## src/rtl/idi_bus_mst_arb.sv

```systemverilog
// -----------------------------------------------------------------------------
// idi_bus_mst_arb
//
// Multi-channel IDI register-bus master. Up to NUM_CH requesters present
// read/write commands on a valid/ready handshake. A round-robin arbiter picks
// one channel while idle, the command is latched, and a single IDI transfer is
// driven until the slave acks or the optional timeout aborts it. The result
// goes back to the granted channel as a one-cycle response pulse.
//
// FSM
//   state    | meaning
//   ST_IDLE  | no transfer in flight; arbitrate and accept one command
//   ST_REQ   | idi_req_o held, waiting for idi_ack_i or timeout
//   ST_RSP   | one-cycle response to the granted channel
//
// Ports
//   clk_i           clock, rising edge
//   rst_i           synchronous active-high reset
//   ch_req_vld_i    per-channel command valid
//   ch_req_rdy_o    per-channel accept (one-hot or zero, combinational)
//   ch_req_wr_i     per-channel direction, 1 = write
//   ch_req_addr_i   packed addresses, channel i at [i*ADDR_W +: ADDR_W]
//   ch_req_wdata_i  packed write data, channel i at [i*DATA_W +: DATA_W]
//   ch_rsp_vld_o    per-channel one-cycle response pulse
//   ch_rsp_rdata_o  shared response data, valid with ch_rsp_vld_o
//   ch_rsp_err_o    shared response error, valid with ch_rsp_vld_o
//   idi_req_o       bus request
//   idi_wr_o        bus direction
//   idi_addr_o      bus address
//   idi_wdata_o     bus write data
//   idi_ack_i       slave completion
//   idi_rdata_i     slave read data, sampled with idi_ack_i
//   idi_err_i       slave error, sampled with idi_ack_i
//   busy_o          transfer or response in progress
//   to_pulse_o      one-cycle pulse, high in the response cycle of an abort
// -----------------------------------------------------------------------------
module idi_bus_mst_arb #(
    parameter int NUM_CH  = 4,
    parameter int ADDR_W  = 16,
    parameter int DATA_W  = 32,
    parameter int TO_W    = 8,
    parameter int TIMEOUT = 200
) (
    input  logic                     clk_i,
    input  logic                     rst_i,

    input  logic [NUM_CH-1:0]        ch_req_vld_i,
    output logic [NUM_CH-1:0]        ch_req_rdy_o,
    input  logic [NUM_CH-1:0]        ch_req_wr_i,
    input  logic [NUM_CH*ADDR_W-1:0] ch_req_addr_i,
    input  logic [NUM_CH*DATA_W-1:0] ch_req_wdata_i,

    output logic [NUM_CH-1:0]        ch_rsp_vld_o,
    output logic [DATA_W-1:0]        ch_rsp_rdata_o,
    output logic                     ch_rsp_err_o,

    output logic                     idi_req_o,
    output logic                     idi_wr_o,
    output logic [ADDR_W-1:0]        idi_addr_o,
    output logic [DATA_W-1:0]        idi_wdata_o,
    input  logic                     idi_ack_i,
    input  logic [DATA_W-1:0]        idi_rdata_i,
    input  logic                     idi_err_i,

    output logic                     busy_o,
    output logic                     to_pulse_o
);

    localparam int               CH_W    = (NUM_CH > 1) ? $clog2(NUM_CH) : 1;
    localparam logic [CH_W-1:0]  LAST_CH = CH_W'(NUM_CH - 1);
    localparam bit               TO_EN   = (TIMEOUT != 0);
    localparam logic [TO_W-1:0]  TO_LAST = TO_W'(TO_EN ? TIMEOUT - 1 : 0);

    typedef enum logic [1:0] {
        ST_IDLE = 2'd0,
        ST_REQ  = 2'd1,
        ST_RSP  = 2'd2
    } state_e;

    state_e              state_q, state_d;
    logic [CH_W-1:0]     gnt_q, gnt_d;
    logic                cmd_wr_q, cmd_wr_d;
    logic [ADDR_W-1:0]   cmd_addr_q, cmd_addr_d;
    logic [DATA_W-1:0]   cmd_wdata_q, cmd_wdata_d;
    logic [DATA_W-1:0]   rsp_rdata_q, rsp_rdata_d;
    logic                rsp_err_q, rsp_err_d;
    logic [TO_W-1:0]     cnt_q, cnt_d;
    logic                to_pulse_q, to_pulse_d;

    // -------------------------------------------------------------------------
    // Round-robin arbiter: search upward starting one past the last grant.
    // gnt_q resets to the last channel so channel 0 wins the first round.
    // -------------------------------------------------------------------------
    logic                arb_found;
    logic [CH_W-1:0]     arb_idx;
    logic [CH_W-1:0]     arb_cand;

    always_comb begin
        arb_found = 1'b0;
        arb_idx   = '0;
        arb_cand  = '0;
        for (int i = 1; i <= NUM_CH; i++) begin
            arb_cand = CH_W'((int'(gnt_q) + i) % NUM_CH);
            if (!arb_found && ch_req_vld_i[arb_cand]) begin
                arb_found = 1'b1;
                arb_idx   = arb_cand;
            end
        end
    end

    logic                sel_wr;
    logic [ADDR_W-1:0]   sel_addr;
    logic [DATA_W-1:0]   sel_wdata;

    always_comb begin
        sel_wr    = ch_req_wr_i[arb_idx];
        sel_addr  = ch_req_addr_i[int'(arb_idx) * ADDR_W +: ADDR_W];
        sel_wdata = ch_req_wdata_i[int'(arb_idx) * DATA_W +: DATA_W];
    end

    // -------------------------------------------------------------------------
    // Next-state and handshake logic
    // -------------------------------------------------------------------------
    always_comb begin
        state_d      = state_q;
        gnt_d        = gnt_q;
        cmd_wr_d     = cmd_wr_q;
        cmd_addr_d   = cmd_addr_q;
        cmd_wdata_d  = cmd_wdata_q;
        rsp_rdata_d  = rsp_rdata_q;
        rsp_err_d    = rsp_err_q;
        cnt_d        = cnt_q;
        to_pulse_d   = 1'b0;
        ch_req_rdy_o = '0;

        case (state_q)
            ST_IDLE: begin
                cnt_d = '0;
                // rdy is suppressed during reset so no requester believes a
                // command was taken on an edge that is about to be discarded.
                if (arb_found && !rst_i) begin
                    ch_req_rdy_o[arb_idx] = 1'b1;
                    gnt_d                 = arb_idx;
                    cmd_wr_d              = sel_wr;
                    cmd_addr_d            = sel_addr;
                    cmd_wdata_d           = sel_wdata;
                    state_d               = ST_REQ;
                end
            end

            ST_REQ: begin
                cnt_d = cnt_q + 1'b1;
                // A late ack on the final timeout cycle still completes
                // normally; the abort path is only taken without an ack.
                if (idi_ack_i) begin
                    rsp_rdata_d = cmd_wr_q ? '0 : idi_rdata_i;
                    rsp_err_d   = idi_err_i;
                    state_d     = ST_RSP;
                end else if (TO_EN && (cnt_q == TO_LAST)) begin
                    rsp_rdata_d = '0;
                    rsp_err_d   = 1'b1;
                    to_pulse_d  = 1'b1;
                    state_d     = ST_RSP;
                end
            end

            ST_RSP: begin
                cnt_d   = '0;
                state_d = ST_IDLE;
            end

            default: begin
                state_d = ST_IDLE;
            end
        endcase
    end

    // -------------------------------------------------------------------------
    // State registers
    // -------------------------------------------------------------------------
    always_ff @(posedge clk_i) begin
        if (rst_i) begin
            state_q     <= ST_IDLE;
            gnt_q       <= LAST_CH;
            cmd_wr_q    <= 1'b0;
            cmd_addr_q  <= '0;
            cmd_wdata_q <= '0;
            rsp_rdata_q <= '0;
            rsp_err_q   <= 1'b0;
            cnt_q       <= '0;
            to_pulse_q  <= 1'b0;
        end else begin
            state_q     <= state_d;
            gnt_q       <= gnt_d;
            cmd_wr_q    <= cmd_wr_d;
            cmd_addr_q  <= cmd_addr_d;
            cmd_wdata_q <= cmd_wdata_d;
            rsp_rdata_q <= rsp_rdata_d;
            rsp_err_q   <= rsp_err_d;
            cnt_q       <= cnt_d;
            to_pulse_q  <= to_pulse_d;
        end
    end

    // -------------------------------------------------------------------------
    // Outputs: bus side straight from the latched command, response side
    // gated to the RSP cycle so the shared data bus reads as 0 otherwise.
    // -------------------------------------------------------------------------
    logic in_rsp;
    assign in_rsp = (state_q == ST_RSP);

    always_comb begin
        ch_rsp_vld_o = '0;
        for (int i = 0; i < NUM_CH; i++) begin
            ch_rsp_vld_o[i] = in_rsp && (gnt_q == CH_W'(i));
        end
    end

    assign ch_rsp_rdata_o = in_rsp ? rsp_rdata_q : '0;
    assign ch_rsp_err_o   = in_rsp & rsp_err_q;

    assign idi_req_o   = (state_q == ST_REQ);
    assign idi_wr_o    = cmd_wr_q;
    assign idi_addr_o  = cmd_addr_q;
    assign idi_wdata_o = cmd_wdata_q;

    assign busy_o      = (state_q != ST_IDLE);
    assign to_pulse_o  = to_pulse_q;

endmodule

```

## config.mk

```make
export PLATFORM = sky130hd
export DESIGN_NAME = idi_bus_mst_arb
export DESIGN_NICKNAME = d
export VERILOG_FILES = /design/src/rtl/idi_bus_mst_arb.sv
export SDC_FILE = /design/constraint.sdc
export NUM_CORES = 1
export LEC_CHECK = 0
export ABC_AREA = 1
export ABC_CLOCK_PERIOD_IN_PS = 2900
export BUFFER_PORTS_ARGS = -buffer_cell sky130_fd_sc_hd__buf_4
export CAP_MARGIN = 10
export CORE_AREA = 2 2 128 130
export CTS_BUF_LIST = sky130_fd_sc_hd__clkbuf_16
export DETAILED_ROUTE_END_ITERATION = 16
export DIE_AREA = 0 0 130 132
export MAX_ROUTING_LAYER = met4
export PLACE_DENSITY = 0.69
export SKIP_CTS_REPAIR_TIMING = 1
export SLEW_MARGIN = 10
export SYNTH_ARGS = -nofsm -noshare
export SYNTH_HDL_FRONTEND = slang
export SYNTH_SLANG_ARGS = --single-unit
export TNS_END_PERCENT = 1
```

## constraint.sdc

```tcl
create_clock -name clk_i -period 2.9 [get_ports clk_i]
set_input_delay 0.145 -clock clk_i [delete_from_list [all_inputs] [get_ports clk_i]]
set_output_delay 0.145 -clock clk_i [all_outputs]
set_load 0.01 [all_outputs]
```

==> results of run 1 <==
==> cells in the mapped netlist <==
cell | number | area [µm²]
buf_4 | 10 | 75.07
inv_6 | 1 | 8.760
nand3_2 | 4 | 40.04
nand3_1 | 123 | 615.6
nand4_4 | 1 | 21.27
o21ai_1 | 1 | 5.000
clkbuf_1 | 24 | 90.09
and3_1 | 1 | 6.260
nand2_1 | 219 | 822.0
nor3_1 | 10 | 50.05
nand2_2 | 5 | 31.28
buf_6 | 2 | 22.52
a22oi_1 | 1 | 7.510
dfxtp_1 | 95 | 1902
nand3_4 | 1 | 17.52
o31ai_1 | 32 | 240.2
nand3b_4 | 1 | 20.02
inv_2 | 2 | 7.510
nor2_4 | 1 | 11.26
nor2_1 | 45 | 168.9
o21ai_0 | 6 | 30.03
nand2_4 | 1 | 11.26
nand4_1 | 45 | 281.5
a211oi_1 | 2 | 15.01
buf_2 | 16 | 80.08
xnor2_1 | 1 | 8.760
a21oi_2 | 1 | 8.760
inv_1 | 161 | 604.3
nor2_8 | 2 | 40.04
o21ai_2 | 1 | 8.760
nand4_2 | 1 | 12.51
o211ai_1 | 54 | 405.4
a221oi_1 | 1 | 8.760
buf_1 | 9 | 33.78
inv_4 | 1 | 6.260
a21boi_0 | 1 | 7.510
a21oi_1 | 7 | 35.03
ha_1 | 5 | 62.56
==> per-stage QoR <==
| stage | hold WS, ns | cells | worst slack (ns) | util, % | power [mW] |
|---|---|---|---|---|---|
| CTS | -0.04913 | 1408 | 0.05151 | 55.32 | 7.706 |
| detailed placement | 0.3232 | 1394 | 0.2798 | 53.71 | 6.623 |
| finish | 0.02277 | 1411 | 0.2907 | 55.57 | 7.748 |
| floorplan | 0.2239 | 894 | 0.5655 | - | 5.236 |
| global placement | 0.3193 | 1394 | 0.3291 | 53.71 | 6.566 |
| global route | 0.02593 | 1411 | 0.09907 | 55.57 | 8.449 |
==> routing by layer <==
layer  global-route usage (%)  vias to the layer above  routed length [µm]
li1                         -                     3517                   -
met2                    39.33                      270                9896
met5                        -                        -                   0
met1                    28.89                     2998                8537
met4                    10.39                        0                 798
met3                    4.058                       48                1422
==> sequential cells by signal, indices dropped and copies added (netlist names) <==
signal / count
to_pulse_o: 1
rsp_rdata_q: 32
state_q: 2
cnt_q: 8
idi_addr_o: 16
idi_wdata_o: 32
idi_wr_o: 1
gnt_q: 2
rsp_err_q: 1
==> layout make-up <==
type | instances | area (µm²)
clock buffer | 9 | 225.2
clock inverter | 5 | 27.53
fill | 1571 | 6980
inverter | 165 | 629.4
multi-input combinational | 573 | 3018
sequential | 95 | 1902
tap | 216 | 270.3
timing repair buffer | 348 | 2660
==> worst max-delay path, cell delays in order, from the launching register on <==
cell and delay, ns:
dfxtp_1 0.40, inv_6 0.08, ha_1 0.32, inv_1 0.12, nand3_2 0.12, nand2_2 0.15
nand2_1 0.06, o21ai_1 0.09, nand2_2 0.09, nand3_4 0.08, buf_8 0.17, inv_1 0.11
nor3_1 0.17, buf_4 0.16
==> worst min path at each step <==
stage,start,end,slack (ns),cells past startpoint
6_report,idi_rdata_i[8],rsp_rdata_q[8],0.02,3
3_5_place_dp,idi_ack_i,to_pulse_o,0.32,2
5_1_grt,idi_rdata_i[7],rsp_rdata_q[7],0.03,3
4_1_cts,idi_ack_i,to_pulse_o,-0.05,2
3_3_place_gp,idi_ack_i,to_pulse_o,0.32,2
2_1_floorplan,idi_ack_i,to_pulse_o,0.22,1
==> where the power goes <==
part           total (mW)  switching (mW)  internal (mW)
sequential           1.77           0.161           1.61
clock                1.07           0.506          0.566
combinational        4.90            3.07           1.83
==> kinds of logic (layout without fill, tap and decap cells) <==
kind of cell | count (synthesis) | in the layout
adder cells (fa/ha/maj) | 5 | 5
buffers and inverters | 226 | 527
AO/OA/AOI/OAI | 107 | 107
flip-flops | 95 | 95
AND/OR/NAND/NOR | 460 | 460
XOR/XNOR | 1 | 1
==> reports/metrics.csv, run 1 <==
metric,value,unit
largest net degree at the start of global routing,75,
class of the worst hold path,input pin to flop,
mux cell area share after synthesis,0,%
syn avg cell area,6.514,µm²
row count,46,
R2R Path Start,gnt_q[0],
max capacitance violation total,0,
yosys warns,0,
Max Root-Sink Buffers,2,
share of post-route cells with drive strength above 1,32.22,%
CTS tree,yes,
Max Fanout on Critical Path,22,
Port Buffer Count,328,
root buffer cell,clkbuf_16,
Via density,4.843,
HPWL Detailed,15680,µm
clock-pin slew on the worst setup and hold paths,0.07,ns
Synth Area in Adders,1.074,%
cells after synthesis,894,
n_diodes,0,
worst r2r dst,idi_wdata_o[2],
Starting Density,37.06,%
mapped cell area,0.005823,mm²
Yosys cell types,38,
WS Path Type,flop to primary output,
max-slew violations,0,
Hold Fails Final Rpt,0,
RSZ-0062 raised after global routing,no,
Critical Path RT,2.76,ns
Setup Skew,0.004597,ns
Syn Nets,1135,
first-pass GRT wire length,32130,µm
# clock sinks,95,
#FFs+latches synth,95,
area of the die,0.01716,mm²
fin crit period,2.609,ns
PwrDens,887.3,mW/mm²
final setup vio count,0,
post-synthesis compound-gate area fraction,13.26,%
VDD IR max,0.6241,mV
crit path capture type,primary output,
Top Ports,329,
cell area after layout,0.008732,mm²
Slew headroom,55.31,%
Max Freq,0.3832,GHz
grt total ovfl,0,
die height,132,µm
Die W,130,µm
DRT Wirelength,20650,µm
vias,6833,
largest family of logic cells by synthesized area,simple AND/OR/NAND/NOR gates,
final antenna-violating net count,0,
Core Region,0.01571,mm²
initial antenna violation count,0,
Avg WL per Cell,14.64,µm
Worst Tran Pin Value,0.6687,ns
outcome,completed,
Post-Synth XOR/XNOR Area,0.1504,%
startpoint class of the critical path,flop,
Post-DP Area,0.008439,mm²
worst-case reg-to-reg path depth,14,
CP startpoint,gnt_q[0],
TNS Setup,0,ns
DRT Pass-1 Iters,4,
P&R area growth vs syn,49.96,%
final worst-path cycle share,89.98,%
H-tree depth,3,
DR iter-0 viols,370,
Leak,4.491,nW
Worst Setup EP,ch_req_rdy_o[1],
# DRC,0,
final RePlAce weighted congestion,0.9076,
R2R setup slack,0.43,ns
simple-gate area share of the yosys netlist,36.91,%
most frequent cells in the layout,"buf_4 (343), nand2_1 (219), inv_1 (161)",
clock insertion delay at the later pin of the skew report,0.34,ns
"commonest non-fill, non-tap cell in the layout",buf_4,
Critical Path AT,2.46,ns
number of global-route vias before repair,6466,
Final #Nets,1433,
GRT Overall Usage,24.03,%
TritonCTS Buffers,9,
"Seq/Total Area, Yosys",32.66,%
(Power assumes the default switching activity.)
==> run 2: changes to the inputs <==
--- a/config.mk
+++ b/config.mk
@@ -5,16 +5,16 @@
 export SDC_FILE = /design/constraint.sdc
 export NUM_CORES = 1
 export LEC_CHECK = 0
-export ABC_AREA = 1
 export ABC_CLOCK_PERIOD_IN_PS = 2900
 export BUFFER_PORTS_ARGS = -buffer_cell sky130_fd_sc_hd__buf_4
 export CAP_MARGIN = 10
-export CORE_AREA = 2 2 128 130
+export CORE_AREA = 2 2 127 129
 export CTS_BUF_LIST = sky130_fd_sc_hd__clkbuf_16
 export DETAILED_ROUTE_END_ITERATION = 16
-export DIE_AREA = 0 0 130 132
+export DIE_AREA = 0 0 129 131
+export GPL_ROUTABILITY_DRIVEN = 0
 export MAX_ROUTING_LAYER = met4
-export PLACE_DENSITY = 0.69
+export PLACE_DENSITY = 0.7
 export SKIP_CTS_REPAIR_TIMING = 1
 export SLEW_MARGIN = 10
 export SYNTH_ARGS = -nofsm -noshare
==> reports/metrics.csv, run 2 <==
metric,value,unit,change
fin crit period,2.776,ns,was 2.609 ns
die height,131,µm,was 132 µm
Via density,5.104,,was 4.843
DRT Pass-1 Iters,4,,unchanged
PwrDens,653.8,mW/mm²,was 887.3 mW/mm²
most frequent cells in the layout,"buf_4 (340), mux2i_1 (102), dfxtp_1 (95)",,"was buf_4 (343), nand2_1 (219), inv_1 (161)"
CP startpoint,gnt_q[0],,unchanged
Top Ports,329,,unchanged
vias,5584,,"was 6,833"
grt total ovfl,0,,unchanged
Avg WL per Cell,16.94,µm,was 14.64 µm
GRT Overall Usage,21.03,%,was 24.03%
Post-synth EDFFs,0,,unchanged
"top cells by area, synth","dfxtp_1 (35%), mux2i_1 (19%), a22o_1 (5.2%), and2_1 (4.5%), a211o_1 (4.4%)",,"was dfxtp_1 (33%), nand2_1 (14%), nand3_1 (11%), inv_1 (10%), o211ai_1 (7.0%)"
number of global-route vias before repair,5382,,"was 6,466"
Critical Path RT,2.76,ns,about the same
startpoint class of the critical path,flop,,unchanged
GR Util met3,2.972,%,was 4.058%
P&R area growth vs syn,54.62,%,was 49.96%
Worst Setup EP,ch_req_rdy_o[1],,unchanged
largest net degree at the start of global routing,62,,was 75
yosys warns,0,,unchanged
Yosys cell types,52,,was 38
predominant post-synthesis flop cell,dfxtp_1,,unchanged
root buffer cell,clkbuf_16,,unchanged
class of the worst hold path,input pin to flop,,unchanged
Int Pwr,3.496,mW,was 4.007 mW
Finished Layout Cells,1094,,"was 1,411"
Die W,129,µm,was 130 µm
"commonest non-fill, non-tap cell in the layout",buf_4,,unchanged
Setup Skew,0.01229,ns,was 0.004597 ns
VDD IR max,0.3866,mV,was 0.6241 mV
max capacitance violation total,0,,unchanged
Syn Nets,808,,"was 1,135"
final worst-path cycle share,95.72,%,was 89.98%
Max Fanout on Critical Path,19,,was 22
worst r2r dst,idi_addr_o[9],,was idi_wdata_o[2]
clock insertion delay at the later pin of the skew report,0.35,ns,was 0.34 ns
Leak,4.067,nW,was 4.491 nW
RSZ-0062 raised after global routing,no,,unchanged
share of the synthesized area in the top cell type,35.12,%,was 32.66%
Core Region,0.01560,mm²,was 0.01571 mm²
hold path startpoint,idi_rdata_i[12],,was idi_rdata_i[8]
final setup vio count,0,,unchanged
Max Freq,0.3603,GHz,was 0.3832 GHz
mapped cell area,0.005415,mm²,was 0.005823 mm²
Starting Density,34.72,%,was 37.06%
TritonCTS Buffers,9,,unchanged
DRT Wirelength,18540,µm,"was 20,650 µm"
post-place setup slack,0.2049,ns,was 0.2798 ns
syn avg cell area,9.551,µm²,was 6.514 µm²
power share of the clock group,21.0,%,was 13.8%
DR iter-0 viols,280,,was 370
row count,46,,unchanged
#FFs+latches synth,95,,unchanged
R2R Path Start,gnt_q[1],,was gnt_q[0]
outcome,completed,,unchanged
met1 Use GR,24.91,%,was 28.89%
Port Buffer Count,328,,unchanged
most instantiated library cell after synthesis,mux2i_1,,was nand2_1
first-pass GRT wire length,27310,µm,"was 32,130 µm"
CTS tree,yes,,unchanged
final antenna-violating net count,0,,unchanged
worst-case reg-to-reg path depth,10,,was 14
"Seq/Total Area, Yosys",35.12,%,was 32.66%
"area leader, netlist",dfxtp_1,,unchanged
Net Sw Frac,36.15,%,was 48.28%
R2R setup slack,0.16,ns,was 0.43 ns
cells after synthesis,567,,was 894
Max Root-Sink Buffers,2,,unchanged
Synth top cells by count,"mux2i_1 (103), dfxtp_1 (95), nand2_1 (55), and2_1 (39), clkbuf_1 (35)",,"was nand2_1 (219), inv_1 (161), nand3_1 (123), dfxtp_1 (95), o211ai_1 (54)"
clock-pin slew on the worst setup and hold paths,0.08,ns,was 0.07 ns
share of post-route cells with drive strength above 1,42.71,%,was 32.22%
Comb pwr share,47.6,%,was 63.3%
Critical Path AT,2.63,ns,was 2.46 ns
P_sw,1.979,mW,was 3.741 mW
power share of the sequential group,31.4,%,was 22.9%
# DRC,0,,unchanged
Async SR Flop Fraction,0,%,unchanged
# clock sinks,95,,unchanged
PnR worst setup slack,0.1243,ns,was 0.2907 ns
Hold Fails Final Rpt,0,,unchanged
Slew headroom,48.35,%,was 55.31%
Power Total,5.474,mW,was 7.748 mW
cell total after placement,1076,,"was 1,394"
Final #Nets,1115,,"was 1,433"
Worst Tran Pin Value,0.7729,ns,was 0.6687 ns
HPWL Detailed,13360,µm,"was 15,680 µm"
met2 GRT Util,37.07,%,was 39.33%
WS Path Type,flop to primary output,,unchanged
area of the die,0.01690,mm²,was 0.01716 mm²
max-slew violations,0,,unchanged
initial antenna violation count,0,,unchanged
crit path capture type,primary output,,unchanged
n_diodes,0,,unchanged
"Core Util, Final",53.68,%,was 55.57%
fill count,1496,,"was 1,571"
H-tree depth,3,,unchanged
GRT busiest layer,met2,,unchanged
[run 2: cell types whose count changed after synthesis, moves of 32 or more]
cell,change
nand4_1,-44
mux2i_1,+103
o31ai_1,-32
nand3_1,-120
a22o_1,+32
inv_1,-157
nand2_1,-164
and2_1,+39
[run 2: power groups by stage]
stage	clock [mW]	combinational [mW]	sequential, mW
after CTS	1.18	2.54	1.72
after global placement	0	2.52	1.74
after detailed placement	0	2.54	1.74
final	1.15	2.61	1.72
after floorplan	0	1.56	1.83
after global routing	1.23	2.80	1.75
[run 2: kinds of logic (layout without fill, tap and decap cells)]
group / count (synthesis) / count (layout) / synth area share (%)
DFF: 95 / 95 / 35.12
muxes: 107 / 107 / 20.29
xor gates and xnor gates: 7 / 7 / 1.132
buffers and inverters: 57 / 368 / 6.285
and+or+nand+nor: 140 / 140 / 12.87
AOI/OAI and AO/OA: 156 / 156 / 23.15
adders and majority gates: 5 / 5 / 1.155
[run 2: final cells by class]
| type | instances | area, µm² | share of cell area, % |
|---|---|---|---|
| Inverter | 5 | 18.77 | 0.2241 |
| Clock inverter | 6 | 52.55 | 0.6276 |
| Sequential cell | 95 | 1902 | 22.71 |
| Clock buffer | 9 | 225.2 | 2.690 |
| Tap cell | 216 | 270.3 | 3.228 |
| Multi-Input combinational cell | 415 | 3214 | 38.39 |
| Timing Repair Buffer | 348 | 2690 | 32.13 |
[run 2: worst min path at each step]
| stage | to | slack, ns | depth (start not counted) |
|---|---|---|---|
| floorplan | rsp_err_q | 0.22 | 1 |
| global placement | to_pulse_o | 0.34 | 2 |
| detailed placement | to_pulse_o | 0.35 | 2 |
| CTS | to_pulse_o | -0.03 | 2 |
| global route | rsp_rdata_q[14] | 0.0002 | 2 |
| finish | rsp_rdata_q[12] | 0.01 | 2 |
[run 2: through the flow]
stage | hold slack (ns) | area (µm²) | TNS (ns)
floorplan | 0.2171 | 5416 | 0
global route | 0.0002077 | 8373 | 0
global placement | 0.3414 | 8030 | 0
detailed placement | 0.3457 | 8030 | 0
CTS | -0.02926 | 8308 | -0.05224
finish | 0.01051 | 8373 | 0
[run 2: metal layers]
layer / up-vias / part of all wire [%]
met5: - / 0
met3: 16 / 5.4
met2: 190 / 51
met4: 0 / 1.5
li1: 2758 / -
met1: 2620 / 42
[run 2: worst max-delay path, stage by stage (launching register included)]
cell and delay (ns):
dfxtp_1 0.34, buf_4 0.23, mux4_2 0.60, a211oi_1 0.37, nand3b_1 0.24, buf_4 0.28, nor2_1 0.07, buf_4 0.14
